===== src/rtl/seq_log_pkg.sv =====
// Shared defaults and helpers for the sequence-hit logger.
// Latency: n/a (types, constants and pure functions only).
// Backpressure: n/a.
package seq_log_pkg;

  localparam int TS_W_DEF  = 16;
  localparam int CNT_W_DEF = 16;
  localparam int DEPTH_DEF = 8;

  // Address width of a FIFO with the given number of entries.
  function automatic int ptr_w(input int depth);
    return $clog2(depth);
  endfunction

  // Increment v, holding at the all-ones value of a w-bit counter (w <= 32).
  function automatic logic [31:0] sat_inc(input logic [31:0] v, input int unsigned w);
    logic [31:0] max_v;
    max_v = (w >= 32) ? 32'hFFFF_FFFF : ((32'd1 << w) - 32'd1);
    return (v >= max_v) ? max_v : (v + 32'd1);
  endfunction

endpackage


===== src/rtl/hit_fifo.sv =====
// First-word-fall-through FIFO of timestamps with occupancy output.
// Latency: a push is visible at the head immediately after its edge; pops expose the next head the same way.
// Backpressure: push refused only when full and no pop at the same edge (o_push_ok=0); i_flush wins over both.
module hit_fifo
  import seq_log_pkg::*;
#(
  parameter int W     = 16,
  parameter int DEPTH = 8
) (
  input  logic                     i_clk,
  input  logic                     i_flush,
  input  logic                     i_push,
  input  logic [W-1:0]             i_push_dat,
  input  logic                     i_pop_rdy,
  output logic                     o_vld,
  output logic [W-1:0]             o_dat,
  output logic [ptr_w(DEPTH):0]    o_level,
  output logic                     o_push_ok
);

  localparam int AW = ptr_w(DEPTH);

  // Pointers carry one extra bit so a full FIFO and an empty FIFO differ.
  logic [AW:0]  r_wr_ptr;
  logic [AW:0]  r_rd_ptr;
  logic [W-1:0] r_mem [DEPTH];

  logic [AW:0]  w_level;
  logic         w_empty;
  logic         w_full;
  logic         w_pop;
  logic         w_push;

  assign w_level   = r_wr_ptr - r_rd_ptr;
  assign w_empty   = (w_level == '0);
  assign w_full    = (w_level == (AW+1)'(DEPTH));
  assign w_pop     = !w_empty && i_pop_rdy;
  // When full, a same-edge pop frees the slot the write lands in.
  assign o_push_ok = !w_full || w_pop;
  assign w_push    = i_push && o_push_ok;

  assign o_vld   = !w_empty;
  assign o_dat   = w_empty ? '0 : r_mem[r_rd_ptr[AW-1:0]];
  assign o_level = w_level;

  // Advance pointers on accepted push/pop; flush empties the FIFO.
  always_ff @(posedge i_clk) begin
    if (i_flush) begin
      r_wr_ptr <= '0;
      r_rd_ptr <= '0;
    end else begin
      if (w_push) r_wr_ptr <= r_wr_ptr + (AW+1)'(1);
      if (w_pop)  r_rd_ptr <= r_rd_ptr + (AW+1)'(1);
    end
  end

  // Storage write; contents need no reset since the pointers gate visibility.
  always_ff @(posedge i_clk) begin
    if (w_push && !i_flush) r_mem[r_wr_ptr[AW-1:0]] <= i_push_dat;
  end

endmodule


===== src/rtl/seq_hit_logger.sv =====
// Timestamps detector hits with a free-running counter and queues them for the host.
// Latency: a hit at edge E shows up at the FIFO head right after E with the pre-E timestamp.
// Backpressure: host drains via rd_valid/rd_ready; hits arriving with no free slot are counted and dropped.
module seq_hit_logger
  import seq_log_pkg::*;
#(
  parameter int TS_W  = TS_W_DEF,
  parameter int CNT_W = CNT_W_DEF,
  parameter int DEPTH = DEPTH_DEF
) (
  input  logic                     i_clk,
  input  logic                     i_reset,
  input  logic                     i_hit,
  input  logic                     i_clear,
  input  logic                     i_rd_ready,
  output logic                     o_rd_valid,
  output logic [TS_W-1:0]          o_rd_data,
  output logic [ptr_w(DEPTH):0]    o_level,
  output logic [CNT_W-1:0]         o_hit_count,
  output logic [CNT_W-1:0]         o_drop_count,
  output logic                     o_overflow
);

  logic [TS_W-1:0]  r_ts;
  logic [CNT_W-1:0] r_hit_count;
  logic [CNT_W-1:0] r_drop_count;
  logic             r_overflow;

  logic             w_flush;
  logic             w_push_ok;
  logic             w_drop;
  logic [CNT_W-1:0] w_hit_nxt;
  logic [CNT_W-1:0] w_drop_nxt;

  // Reset and clear both empty the queue; a same-edge hit or pop is discarded.
  assign w_flush    = i_reset || i_clear;
  assign w_drop     = i_hit && !w_push_ok;
  assign w_hit_nxt  = CNT_W'(sat_inc(32'(r_hit_count), CNT_W));
  assign w_drop_nxt = CNT_W'(sat_inc(32'(r_drop_count), CNT_W));

  hit_fifo #(
    .W     (TS_W),
    .DEPTH (DEPTH)
  ) u_fifo (
    .i_clk      (i_clk),
    .i_flush    (w_flush),
    .i_push     (i_hit),
    .i_push_dat (r_ts),
    .i_pop_rdy  (i_rd_ready),
    .o_vld      (o_rd_valid),
    .o_dat      (o_rd_data),
    .o_level    (o_level),
    .o_push_ok  (w_push_ok)
  );

  // Free-running timestamp; only reset restarts it, clear leaves it running.
  always_ff @(posedge i_clk) begin
    if (i_reset) r_ts <= '0;
    else         r_ts <= r_ts + TS_W'(1);
  end

  // Saturating hit/drop counters and sticky overflow, zeroed by reset or clear.
  always_ff @(posedge i_clk) begin
    if (w_flush) begin
      r_hit_count  <= '0;
      r_drop_count <= '0;
      r_overflow   <= 1'b0;
    end else begin
      if (i_hit) r_hit_count <= w_hit_nxt;
      if (w_drop) begin
        r_drop_count <= w_drop_nxt;
        r_overflow   <= 1'b1;
      end
    end
  end

  assign o_hit_count  = r_hit_count;
  assign o_drop_count = r_drop_count;
  assign o_overflow   = r_overflow;

endmodule


===== config.mk =====
export PLATFORM = sky130hd
export DESIGN_NAME = seq_hit_logger
export DESIGN_NICKNAME = d
export VERILOG_FILES = /design/src/rtl/seq_log_pkg.sv /design/src/rtl/hit_fifo.sv /design/src/rtl/seq_hit_logger.sv
export SDC_FILE = /design/constraint.sdc
export NUM_CORES = 1
export LEC_CHECK = 0
export ABC_AREA = 1
export CORE_MARGIN = 3
export CORE_UTILIZATION = 30
export DETAILED_ROUTE_END_ITERATION = 16
export GPL_ROUTABILITY_DRIVEN = 0
export PLACE_DENSITY = 0.59
export SETUP_SLACK_MARGIN = 0.02
export SKIP_CTS_REPAIR_TIMING = 1
export SYNTH_ARGS = -nofsm -noshare
export SYNTH_HDL_FRONTEND = slang
export SYNTH_SLANG_ARGS = --single-unit

===== constraint.sdc =====
create_clock -name i_clk -period 2.69 [get_ports i_clk]
set_input_delay 0.807 -clock i_clk [delete_from_list [all_inputs] [get_ports i_clk]]
set_output_delay 0.807 -clock i_clk [all_outputs]
set_load 0.05 [all_outputs]

==> results.rst <==
.. list-table::
   :header-rows: 1

   * - Metric
     - Value
   * - Endpoint required time on the critical path
     - 1880 ps
   * - Leak pwr
     - 3.767 nW
   * - Kind of end point of the critical path
     - output pin
   * - Vias/cell
     - 4.512
   * - Largest net degree at the start of global routing
     - 65
   * - Syn-to-layout area delta
     - 27.81%
   * - Die Width
     - 175.5 um
   * - Async SR Flop Fraction
     - 0%
   * - Net Sw Frac
     - 28.91%
   * - Number of top-level design ports
     - 59
   * - Worst hold path type
     - register to register
   * - Reg2Reg Setup Slack
     - 220 ps
   * - Maximum clock skew at final layout
     - 11.64 ps
   * - Core region area
     - 0.02809 mm^2
   * - Worst Setup Path Type
     - register to output pin
   * - Critical path fanouts, max
     - 8
   * - Master of the slowest instance on the critical path
     - fa_2
   * - Flip-flop cell with the highest count after synthesis
     - edfxtp_1
   * - Netlist area before placement
     - 0.008621 mm^2
   * - Average detailed-routed wire length per instance
     - 14.04 um
   * - Final HPWL DP
     - 12,050 um
   * - Most frequently used cell type in the post-synthesis netlist
     - nand2_1
   * - Post-synth top cells
     - nand2_1 (215), edfxtp_1 (128), nor2_1 (77)
   * - Cell Chain, Critical Path
     - ha_4 > inv_4 > fa_2 > nor2_2 > nand3_2 > inv_2 > nand2_8 > clkinv_16 > nor2_4 > buf_12
   * - DRC
     - 0
   * - Number of filler cells placed in the layout
     - 2,774
   * - Portion of total power attributed to the clock network
     - 35.6%
   * - Max clock buf depth
     - 2
   * - Worst slew pin tran
     - 515.2 ps
   * - Final cycle utilization of the critical path
     - 113.5%
   * - Fraction of synthesized cell area taken by the top area cell type
     - 44.59%
   * - Net switching power
     - 2.042 mW
   * - Source of the worst register-to-register timing path
     - u_fifo.r_rd_ptr[0]
   * - Distinct cell type count after synthesis
     - 38
   * - Power share of the combinational group
     - 20.3%
   * - Number of instances in the synthesized netlist
     - 850
   * - Cell type contributing the most total cell area after synthesis
     - edfxtp_1
   * - Capture point of the worst reg-to-reg path
     - u_fifo.r_mem[4][6]
   * - Max Transition Viols Final
     - 0
   * - Data arrival time of the critical path
     - 2250 ps
   * - Via count
     - 6,028
   * - Final-report hold violation count
     - 0
   * - GRT Residual Overflow
     - 0
   * - Critical path endpoint
     - o_rd_data[14]
   * - Initial antenna violation count
     - 0
   * - Utilization after layout
     - 39.23%
   * - Crit path setup slack, layout
     - -363.3 ps
   * - CTS Root Buffer Type
     - clkbuf_16
   * - Setup repair after global routing missed its margin
     - yes
   * - Period minus WS final
     - 3053 ps
   * - Violations in the final reports
     - negative setup slack
   * - Total of max-cap violations
     - 0
   * - Vertical die dimension
     - 175.5 um
   * - Diode count
     - 0
   * - Net count after synthesis
     - 864
   * - Number of I/O port buffers
     - 58
   * - Detail Route Antenna Nets
     - 0
   * - Starting density of the core
     - 30.69%
   * - Number of flops mapped to enable cells by yosys
     - 128
   * - Total die area
     - 0.03081 mm^2
   * - Standard-cell rows
     - 61
   * - Status
     - complete, but fails checks
   * - First-pass iteration count of the detailed router
     - 5
   * - Power density cells
     - 641.2 mW/mm^2
   * - TritonCTS clock tree
     - yes
   * - Sequential cell area fraction in the yosys report
     - 58.52%
   * - Final-stage net count
     - 959
   * - Global-route wire length before repair
     - 30,460 um
   * - Type of origin of the critical path
     - register
   * - H-tree levels
     - 4
   * - Syn Area/Cell
     - 10.14 um^2
   * - Reg power frac
     - 44.0%
   * - Combined global-route utilization of all metal layers
     - 12.54%
   * - Worst vdd rail ir drop
     - 0.4554 mV
   * - Main area contributors after synthesis
     - edfxtp_1 (45%), dfxtp_1 (14%), nand2_1 (9.4%)
   * - Overall routed net length
     - 18,760 um
   * - Normalized max-slew margin
     - 65.54%
   * - TritonCTS Buffers
     - 17
   * - Clock net sink count
     - 188
   * - Fraction of layout cells with a size suffix above 1
     - 22.23%
   * - Starting DRC count in detailed routing
     - 323
   * - Total setup violations reported at the end of the flow
     - 17
   * - Yosys warning total
     - 0
   * - Fmax achieved
     - 327.5 MHz
   * - Beginning of the critical path
     - u_fifo.r_rd_ptr[0]
   * - Source-to-sink clock delay at the later pin of the worst-skew pair
     - 430 ps
   * - Reg2Reg Depth
     - 13
   * - Int Power
     - 5.023 mW
   * - Vias in the first global route
     - 5,811
   * - Max stage delay on crit path
     - 530 ps
   * - Setup WS pre-CTS
     - 42.52 ps
   * - Synthesis-stage register bit count
     - 188
   * - Clock Pin Slew Worst Setup and Hold Paths
     - 70 ps
[stage by stage]
stage | instance area (um^2) | total power, mW | std cells | hold slack (ps) | TNS (ps)
2_1_floorplan | 8807 | 4.022 | 850 | 477.0 | -29750
3_3_place_gp | 10330 | 4.543 | 1298 | 465.5 | 0
3_5_place_dp | 10330 | 4.554 | 1298 | 452.8 | 0
4_1_cts | 10930 | 7.068 | 1330 | 484.0 | -6924
5_1_grt | 11020 | 7.371 | 1336 | 513.8 | -7702
6_report | 11020 | 7.065 | 1336 | 477.8 | -5838
[logic make-up (layout without fill, tap and decap cells)]
group	Yosys count	count (layout)	share of synthesized area, %
and+or+nand+nor	394	394	20.30
muxes	64	64	7.896
adders and majority gates	9	9	1.393
buffers and inverters	87	195	4.441
DFF	188	188	58.52
AOI/OAI and AO/OA	92	92	5.820
xor gates and xnor gates	16	16	1.626
[final cells by class]
| type | instances | area, um^2 | area share [%] |
|---|---|---|---|
| well taps | 378 | 473.0 | 4.293 |
| repair buffers | 103 | 1254 | 11.38 |
| clock buffers | 17 | 425.4 | 3.861 |
| repair inverters | 1 | 16.27 | 0.1476 |
| flip-flops and latches | 188 | 5056 | 45.89 |
| clock inverters | 15 | 173.9 | 1.578 |
| multi-input cells | 575 | 3369 | 30.58 |
| inverters | 59 | 250.2 | 2.271 |
[how the worst min path moves through the flow]
stage	start	end	slack (ps)	cells past startpoint
2_1_floorplan	u_fifo.r_wr_ptr[0]	u_fifo.r_wr_ptr[0]	480	2
4_1_cts	o_overflow	o_overflow	480	1
3_3_place_gp	o_overflow	o_overflow	470	1
6_report	o_overflow	o_overflow	480	1
5_1_grt	o_overflow	o_overflow	510	1
3_5_place_dp	o_overflow	o_overflow	450	1
[layout by cell type, fill, tap and decap left out, types with 3 or more instances in the layout]
cell             synthesis  layout
nand2_1                215     213
edfxtp_1               128     128
nor2_1                  77      57
dfxtp_1                 60      55
inv_1                   54      51
o21ai_0                 44      44
nand3_1                 40      40
clkdlybuf4s50_1          0      37
buf_4                    5      35
a21oi_1                 33      33
mux2_2                  32      32
mux2i_1                 32      32
buf_12                   1      31
nor2_4                   3      19
clkbuf_16                0      17
nand2_2                 13      14
nand4_1                 13      13
nor3_1                  10      10
xnor2_1                  9       9
a21oi_2                  9       9
or2_2                    8       8
xor2_1                   7       7
nor2_2                   3       7
inv_2                    5       6
ha_1                     8       6
inv_8                    0       5
nand3_2                  4       4
nand3b_1                 3       3
dfxtp_2                  0       3
clkinv_8                 0       3
inv_6                    0       3
[worst max-delay path, delay by kind of cell (launching register included)]
| family | cells | cell delay, ps |
|---|---|---|
| buffers and inverters | 4 | 330 |
| DFF | 1 | 380 |
| and+or+nand+nor | 4 | 390 |
| adders and majority gates | 2 | 670 |
[power by group through the flow]
stage          Sequential [mW]  Combinational (mW)  Clock (mW)
2_1_floorplan             3.17               0.849           0
3_3_place_gp              3.18                1.37           0
3_5_place_dp              3.18                1.38           0
4_1_cts                   3.11                1.38        2.58
5_1_grt                   3.12                1.53        2.72
6_report                  3.11                1.44        2.52
[registers in the layout, indices dropped and copies added, names as in the netlist, named ones only]
register	cells
o_drop_count	16
o_hit_count	16
o_overflow	1
r_ts	16
u_fifo.r_mem	128
u_fifo.r_rd_ptr	4
u_fifo.r_wr_ptr	4
[layer usage]
metal / track usage [%] / part of all wire, % / routed length (um) / up-vias
li1: - / - / - / 3081
met1: 16.48 / 48 / 8928 / 2838
met2: 21.21 / 49 / 9106 / 93
met3: 2.421 / 2.7 / 509 / 16
met4: 3.464 / 1.1 / 215 / 0
met5: 0 / 0 / 0 / -
Note: power is estimated with default switching activity, not from simulation.
